### config.mk
export PLATFORM = sky130hd
export DESIGN_NAME = pc_gen
export DESIGN_NICKNAME = d
export VERILOG_FILES = /design/src/rtl/pc_pkg.sv /design/src/rtl/pc_target_sel.sv /design/src/rtl/pc_gen.sv
export SDC_FILE = /design/constraint.sdc
export NUM_CORES = 1
export LEC_CHECK = 0
export ABC_CLOCK_PERIOD_IN_PS = 4019
export CAP_MARGIN = 30
export CORE_MARGIN = 2
export CORE_UTILIZATION = 37
export CTS_CLUSTER_SIZE = 24
export DETAILED_ROUTE_END_ITERATION = 12
export SYNTH_ARGS = -nofsm -noshare
export SYNTH_HDL_FRONTEND = slang
export SYNTH_HIERARCHICAL = 1
export SYNTH_SLANG_ARGS = --single-unit
### constraint.sdc
create_clock -name clk -period 4.02 [get_ports clk]
set_input_delay 0.603 -clock clk [delete_from_list [all_inputs] [get_ports clk]]
set_output_delay 0.603 -clock clk [all_outputs]
set_load 0.01 [all_outputs]
### src/rtl/pc_pkg.sv
// Shared definitions for the program-counter generator: next-PC select codes,
// operating modes, default trap vector and the legal sequential step sizes.
package pc_pkg;

    typedef enum logic [2:0] {
        SEL_SEQ,
        SEL_BR,
        SEL_JAL,
        SEL_JALR,
        SEL_TRAP,
        SEL_MRET
    } sel_t;

    typedef enum logic {
        RUN,
        STALL
    } mode_t;

    localparam logic [31:0] TRAP_VEC_DEFAULT = 32'h0000_0010;

    localparam int unsigned PC_STEP_WORD = 1;
    localparam int unsigned PC_STEP_BYTE = 4;

    // Control-flow changes that come from the instruction stream (checked for alignment)
    function automatic logic is_jump(input sel_t s);
        return (s == SEL_BR) || (s == SEL_JAL) || (s == SEL_JALR);
    endfunction

endpackage

### src/rtl/pc_target_sel.sv
// Combinational next-PC priority mux with misaligned-target detection.
module pc_target_sel
    import pc_pkg::*;
#(
    parameter int unsigned     XLEN     = 32,
    parameter int unsigned     PC_STEP  = PC_STEP_WORD,
    parameter logic [XLEN-1:0] TRAP_VEC = XLEN'(TRAP_VEC_DEFAULT)
) (
    input  logic            trap,
    input  logic            mret,
    input  logic            jalr,
    input  logic            jal,
    input  logic            b,
    input  logic            comp,
    input  logic [XLEN-1:0] pc,
    input  logic [XLEN-1:0] epc,
    input  logic [XLEN-1:0] rd1,
    input  logic [XLEN-1:0] imm_i,
    input  logic [XLEN-1:0] imm_j,
    input  logic [XLEN-1:0] imm_b,
    output sel_t            sel,
    output logic [XLEN-1:0] target,
    output logic            misaligned
);

    localparam bit BYTE_MODE = (PC_STEP == PC_STEP_BYTE);

    always_comb begin
        sel    = SEL_SEQ;
        target = pc + XLEN'(PC_STEP);
        if (trap) begin
            sel    = SEL_TRAP;
            target = TRAP_VEC;
        end else if (mret) begin
            sel    = SEL_MRET;
            target = epc;
        end else if (jalr) begin
            sel    = SEL_JALR;
            target = rd1 + imm_i;
            if (BYTE_MODE) target[0] = 1'b0;
        end else if (jal) begin
            sel    = SEL_JAL;
            target = pc + imm_j;
        end else if (b && comp) begin
            sel    = SEL_BR;
            target = pc + imm_b;
        end
        // Word-addressed memory has no sub-word alignment to violate
        misaligned = BYTE_MODE && is_jump(sel) && (target[1:0] != 2'b00);
    end

endmodule

### src/rtl/pc_gen.sv
// Program-counter generator: PC, saved trap PC, misalign cause, redirect pulse
// and retired-instruction counter around the pc_target_sel priority mux.
module pc_gen
    import pc_pkg::*;
#(
    parameter int unsigned     XLEN     = 32,
    parameter int unsigned     PC_STEP  = PC_STEP_WORD,
    parameter logic [XLEN-1:0] RESET_PC = '0,
    parameter logic [XLEN-1:0] TRAP_VEC = XLEN'(TRAP_VEC_DEFAULT),
    parameter int unsigned     CNT_W    = 32
) (
    input  logic             clk,
    input  logic             rst_n,
    input  logic             pc_en,
    input  logic             comp,
    input  logic             b,
    input  logic             jal,
    input  logic             jalr,
    input  logic             trap,
    input  logic             mret,
    input  logic [XLEN-1:0]  rd1,
    input  logic [XLEN-1:0]  imm_i,
    input  logic [XLEN-1:0]  imm_j,
    input  logic [XLEN-1:0]  imm_b,
    output logic [XLEN-1:0]  pc,
    output logic [XLEN-1:0]  epc,
    output logic             cause_misalign,
    output logic             redirect,
    output logic [CNT_W-1:0] instret
);

    sel_t             sel;
    mode_t            mode;
    logic [XLEN-1:0]  target;
    logic             misaligned;
    logic [XLEN-1:0]  pc_n;
    logic [XLEN-1:0]  epc_n;
    logic             cause_n;
    logic             redirect_n;
    logic [CNT_W-1:0] instret_n;

    pc_target_sel #(
        .XLEN     (XLEN),
        .PC_STEP  (PC_STEP),
        .TRAP_VEC (TRAP_VEC)
    ) u_sel (
        .trap       (trap),
        .mret       (mret),
        .jalr       (jalr),
        .jal        (jal),
        .b          (b),
        .comp       (comp),
        .pc         (pc),
        .epc        (epc),
        .rd1        (rd1),
        .imm_i      (imm_i),
        .imm_j      (imm_j),
        .imm_b      (imm_b),
        .sel        (sel),
        .target     (target),
        .misaligned (misaligned)
    );

    always_comb begin
        mode       = pc_en ? RUN : STALL;
        pc_n       = pc;
        epc_n      = epc;
        cause_n    = cause_misalign;
        redirect_n = 1'b0;
        instret_n  = instret;
        // Traps and returns are honoured in either mode; only RUN retires instructions
        if (trap || (misaligned && mode == RUN)) begin
            pc_n       = TRAP_VEC;
            epc_n      = pc;
            cause_n    = misaligned;
            redirect_n = 1'b1;
        end else if (mret) begin
            pc_n       = epc;
            redirect_n = 1'b1;
        end else if (mode == RUN) begin
            pc_n       = target;
            redirect_n = is_jump(sel);
            instret_n  = instret + CNT_W'(1);
        end
    end

    always_ff @(posedge clk or negedge rst_n) begin
        if (!rst_n) begin
            pc             <= RESET_PC;
            epc            <= '0;
            cause_misalign <= 1'b0;
            redirect       <= 1'b0;
            instret        <= '0;
        end else begin
            pc             <= pc_n;
            epc            <= epc_n;
            cause_misalign <= cause_n;
            redirect       <= redirect_n;
            instret        <= instret_n;
        end
    end

endmodule

## After elaboration in Yosys (flattened, before gate mapping)

Cells that the tools add are included.

| operators by class | value |
|---|---|
| $add $sub $neg | 5 |
| multiply operators | 0 |
| div/mod/pow operators | 0 |
| order comparisons | 0 |
| equal/unequal tests | 3 |
| shift-type cells | 0 |
| multiplexer cells | 14 |
| bitwise gates (word level) | 2 |
| reduce and logical (&&, ||, !) cells | 5 |

Operators with widths:

| operator | number |
|---|---|
| $mux 32 | 6 |
| $add 32x32->32 | 3 |
| $add 32x1->32 const B | 2 |
| $mux 3 | 4 |
| $eq 3x2->1 const B | 2 |
| $mux 1 | 4 |
| $eq 3x1->1 const B | 1 |
| $reduce_and 3->1 | 1 |
| $reduce_bool 3->1 | 1 |
| $logic_or 1x1->1 | 2 |
| $not 1->1 | 2 |
| $logic_and 1x1->1 | 1 |

| word-level totals | value |
|---|---|
| register bits after elaboration | 97 |
| bits in latches | 0 |
| bits in writable memories | 0 |
| bits in read-only memories | 0 |
| bits of input ports | 137 |
| memories | 0 |

## Depth between registers and ports, before layout

| logic depth | value |
|---|---|
| word-level depth | 12 |
| depth in mapped cells | 19 |

## Cells and area by module

The synthesis kept the hierarchy.

Modules (own cells, without submodules):

| module | instances | cells each | area each (um^2) |
|---|---|---|---|
| pc_gen | 1 | 449 | 4,329.2 |
| pc_target_sel | 1 | 605 | 4,201.5 |

## Worst setup path after synthesis

Ideal clock, no wire load.

| timing path | value |
|---|---|
| kind | input to register |
| start point | input jal |
| end point | register pc[30] |
| library setup time | 0.132 ns |
| arrival | 3.707 ns |
| data required time | 3.888 ns |
| slack | 0.181 ns |
| stages on the path | 18 |
| path buffers | 2 |
| cells stage by stage | clkbuf_1 -> nor2_1 -> clkbuf_1 -> a22o_1 -> ha_1 -> a21o_1 -> a21o_1 -> a21o_1 -> a21o_1 -> a221oi_1 -> nand2_1 -> a41oi_1 -> a31oi_1 -> o221a_2 -> mux2i_1 -> nor2_1 -> a21oi_1 -> nor2_1 |

| between the ends | value |
|---|---|
| longest elaborated chain between the ends | 5 |

RTL lines:

| element | line | source |
|---|---|---|
| start: declaration | pc_gen.sv:17 | `input logic jal,` |
| $mux 32 | pc_target_sel.sv:41 | `end else if (jal) begin` |
| $mux 32 | pc_target_sel.sv:37 | `end else if (jalr) begin` |
| net target[30] | pc_gen.sv:34 | `logic [XLEN-1:0] target;` |
| $mux 32 | pc_gen.sv:80 | `end else if (mode == RUN) begin` |
| $mux 32 | pc_gen.sv:77 | `end else if (mret) begin` |
| $mux 32 | pc_gen.sv:72 | `if (trap \|\| (misaligned && mode == RUN)) begin` |
| end signal: assignment | pc_gen.sv:95 | `pc <= pc_n;` |
| end: declaration | pc_gen.sv:25 | `output logic [XLEN-1:0] pc,` |

The timed path passes the listed nets, and every way through them passes these cells. The select of a mux whose other input is x is not followed.
A chain may end at the register's enable or synchronous reset.

## Worst setup path in the final report

| timing path | value |
|---|---|
| start point | input b |
| end point | register pc[30] |

| between the ends | value |
|---|---|
| longest elaborated chain between the ends | 7 |

RTL lines:

| element | line | source |
|---|---|---|
| start: declaration | pc_gen.sv:16 | `input logic b,` |
| $logic_and 1x1->1 | pc_target_sel.sv:44 | `end else if (b && comp) begin` |
| $mux 32 | pc_target_sel.sv:44 |  |
| $mux 32 | pc_target_sel.sv:41 |  |
| $mux 32 | pc_target_sel.sv:37 |  |
| net target[30] | pc_gen.sv:34 |  |
| $mux 32 | pc_gen.sv:80 |  |
| $mux 32 | pc_gen.sv:77 |  |
| $mux 32 | pc_gen.sv:72 |  |

The timed path passes the listed nets, and every way through them passes these cells. The select of a mux whose other input is x is not followed.

==> results.json <==
{
  "internal_power_mw": 2.04,
  "final.fill_count": 2168,
  "ant_nets": 0,
  "fin_hold_ws_ps": 374,
  "num_rows": 55,
  "switchingPower_mw": 0.971,
  "crit_type": "input pin to register",
  "avgViaCountPerCell": 5.45,
  "comb_power_share_pct": 32.9,
  "clk_path_buf_depth": 2,
  "clock_skew_ps": 5.30,
  "synth_fp_nets": 1263,
  "p_per_area_nw_per_um2": 246,
  "ys_seq_elements": 98,
  "drtIter0Drc": 453,
  "antenna_found_initial": 0,
  "antenna_cells": 0,
  "ys_async_sr_fraction_pct": 100,
  "grt_pass1_wl_um": 46600,
  "synthCells": 1054,
  "ys_types": 77,
  "min_period_ps": 3770,
  "ys.warnings.count": 6,
  "start_util_pct": 37.7,
  "fin_crit_sh_pct": 93.7,
  "drc": 0,
  "drt_first_pass_iters": 5,
  "drv_slew": 0,
  "fmax_ghz": 0.266,
  "cts_tree": "yes",
  "setup_viol": 0,
  "drive_gt1_share_pct": 12.2,
  "hpwl_um": 22600,
  "fp.dieH_um": 156,
  "fin_setup_tns_ps": 0,
  "ys_seq_area_share_pct": 28.7,
  "die_x_um": 156,
  "clkTransAtPathRegs_ps": 70,
  "slew_headroom_pct": 40.0,
  "place_congestion": 0.912,
  "synth_area_um2": 8530,
  "grt_max_degree": 67,
  "total_power_mw": 3.01,
  "syn_to_final_growth_pct": 43.7,
  "num_vias": 8909,
  "cp-start-kind": "input pin",
  "track_usage_pct": 24.4,
  "crit_start": "b",
  "cap_violations": 0,
  "routedWlPerCell_um": 18.2,
  "clock_latency_ps": 350,
  "status": "finished clean",
  "htreeDepth": 3,
  "cts.sinks": 98,
  "postPlaceCellArea_um2": 11800,
  "crit_arrival_ps": 3980,
  "synth-edff-count": 0,
  "ys.flop_type": "dfrtp_1",
  "root_buffer": "clkbuf_16",
  "final_common_cell": "clkdlybuf4s50_1",
  "clock_power_share_pct": 31.6,
  "worst-endpoint-required_ps": 4230,
  "grt_overflow": 0,
  "design_area_um2": 12300,
  "leakagePower_nw": 5.61,
  "path_max_fanout": 8,
  "grt_pass1_vias": 8721,
  "swShare_pct": 32.2,
  "worst_pin_slew_ps": 899,
  "mostFrequentLayoutCells": "clkdlybuf4s50_1 (230), nand2_1 (156), nor2_1 (126), dfrtp_1 (98), buf_4 (93)",
  "rr_startpoint": "pc[10]",
  "ios": 235,
  "avgSynthCellArea_um2": 8.09,
  "final_hold_viol_count": 0,
  "cp-end-kind": "register",
  "max-vdd-ir-drop_mv": 0.199,
  "layout.nets": 1554,
  "die-area_um2": 24300,
  "io_buffers": 234,
  "drt_wl_total_um": 29800,
  "sequentialPowerShare_pct": 35.4,
  "cts_buffers": 9,
  "core_um2": 22600,
  "hold_path_class": "input pin to async pin"
}
critical path, stage by stage:
cell	delay (ps)
clkdlybuf4s50_1	410
nand2_2	90
nor2_4	50
buf_4	140
clkbuf_16	160
a22o_1	230
ha_1	390
nand2_1	70
o21ai_0	280
o21ai_2	130
a31oi_4	190
o211ai_1	160
and4_1	220
a41oi_2	150
a31oi_1	100
o221a_2	250
mux2i_1	130
nor2_1	50
a21oi_1	130
nor2_1	50
cell families (layout without fill, tap and decap cells):
kind of cell / after synthesis / count (layout) / share of synthesized area, %
simple gates: 403 / 403 / 21.2
compound gates: 288 / 288 / 23.0
flops: 98 / 98 / 28.7
xor+xnor: 81 / 81 / 8.32
buf+inv: 73 / 369 / 3.46
fa+ha+maj: 72 / 72 / 10.7
mux: 38 / 38 / 4.49
other cells: 1 / 1 / 0.0440
sequential cells by signal, indices dropped and copies added, names as in the netlist:
register        cells
redirect            1
cause_misalign      1
pc                 32
epc                32
instret            32
area by class of cell:
cell class	instances	area, µm²	share of cell area, %
Inverter	23	86.3	0.704
Sequential cell	98	2450	20.0
Timing Repair Buffer	330	3110	25.4
Clock buffer	11	253	2.06
Clock inverter	5	67.6	0.551
Multi-Input combinational cell	883	5930	48.4
Tap cell	285	357	2.91
synth_stat cells (6+ instances only):
cell | number | area (µm²)
nor2_1 | 128 | 480
mux2i_1 | 36 | 360
or3_1 | 9 | 56.3
o21ai_1 | 10 | 50.1
a211oi_1 | 14 | 105
dfrtp_1 | 98 | 2450
inv_1 | 22 | 82.6
ha_1 | 70 | 876
buf_1 | 9 | 33.8
o21ai_0 | 31 | 155
nand3_1 | 29 | 145
nand4_1 | 21 | 131
a21oi_1 | 96 | 480
a22o_1 | 31 | 272
nand2_1 | 157 | 589
o21bai_1 | 6 | 45.0
xnor2_1 | 57 | 499
nor3_1 | 13 | 65.1
clkbuf_1 | 33 | 124
o211ai_1 | 9 | 67.6
and3_1 | 9 | 56.3
a21o_1 | 26 | 195
xor2_1 | 24 | 210
a31oi_1 | 11 | 68.8
power by group through the flow:
stage	registers (mW)	clock network (mW)	logic [mW]
6_report	1.07	0.953	0.992
5_1_grt	1.07	1.01	1.08
4_1_cts	1.07	0.980	0.980
3_5_place_dp	1.08	0	0.974
3_3_place_gp	1.08	0	0.971
2_1_floorplan	1.09	0	0.509
through the flow:
stage / setup WS [ps] / std cells / util, %
finish: 254 / 1635 / 54.1
global route: -24.5 / 1635 / 54.1
CTS: 91.2 / 1632 / 53.4
detailed placement: -290 / 1616 / 51.9
global placement: -208 / 1616 / 51.9
floorplan: 181 / 1054 / -
final timing paths:
kind	cells after the start	slack, ps	endpoint
worst max register to register	14	1030	pc[27]
max in group asynchronous	2	2820	pc[13]
worst min register to register	1	480	instret[31]
worst max-delay path	20	250	pc[30]
worst min-delay path	1	370	instret[6]
min in group clk	1	480	instret[31]
metal layers:
| metal | wire (µm) | vias to the layer above | track usage, % | share of wire [%] |
|---|---|---|---|---|
| met1 | 13400 | 4210 | 32.2 | 45 |
| li1 | - | 4375 | - | - |
| met2 | 13900 | 276 | 41.2 | 47 |
| met4 | 865 | 0 | 7.65 | 2.9 |
| met3 | 1520 | 48 | 3.78 | 5.1 |
| met5 | 0 | - | 0 | 0 |
repair_timing:
action | 4_1_cts | 5_1_grt
resized for setup | 0 | 31
hold buffers | 0 | 0
setup endpoints to repair | 0 | 10
buffers inserted | 0 | 2
Power figures use the tool's default switching activity.
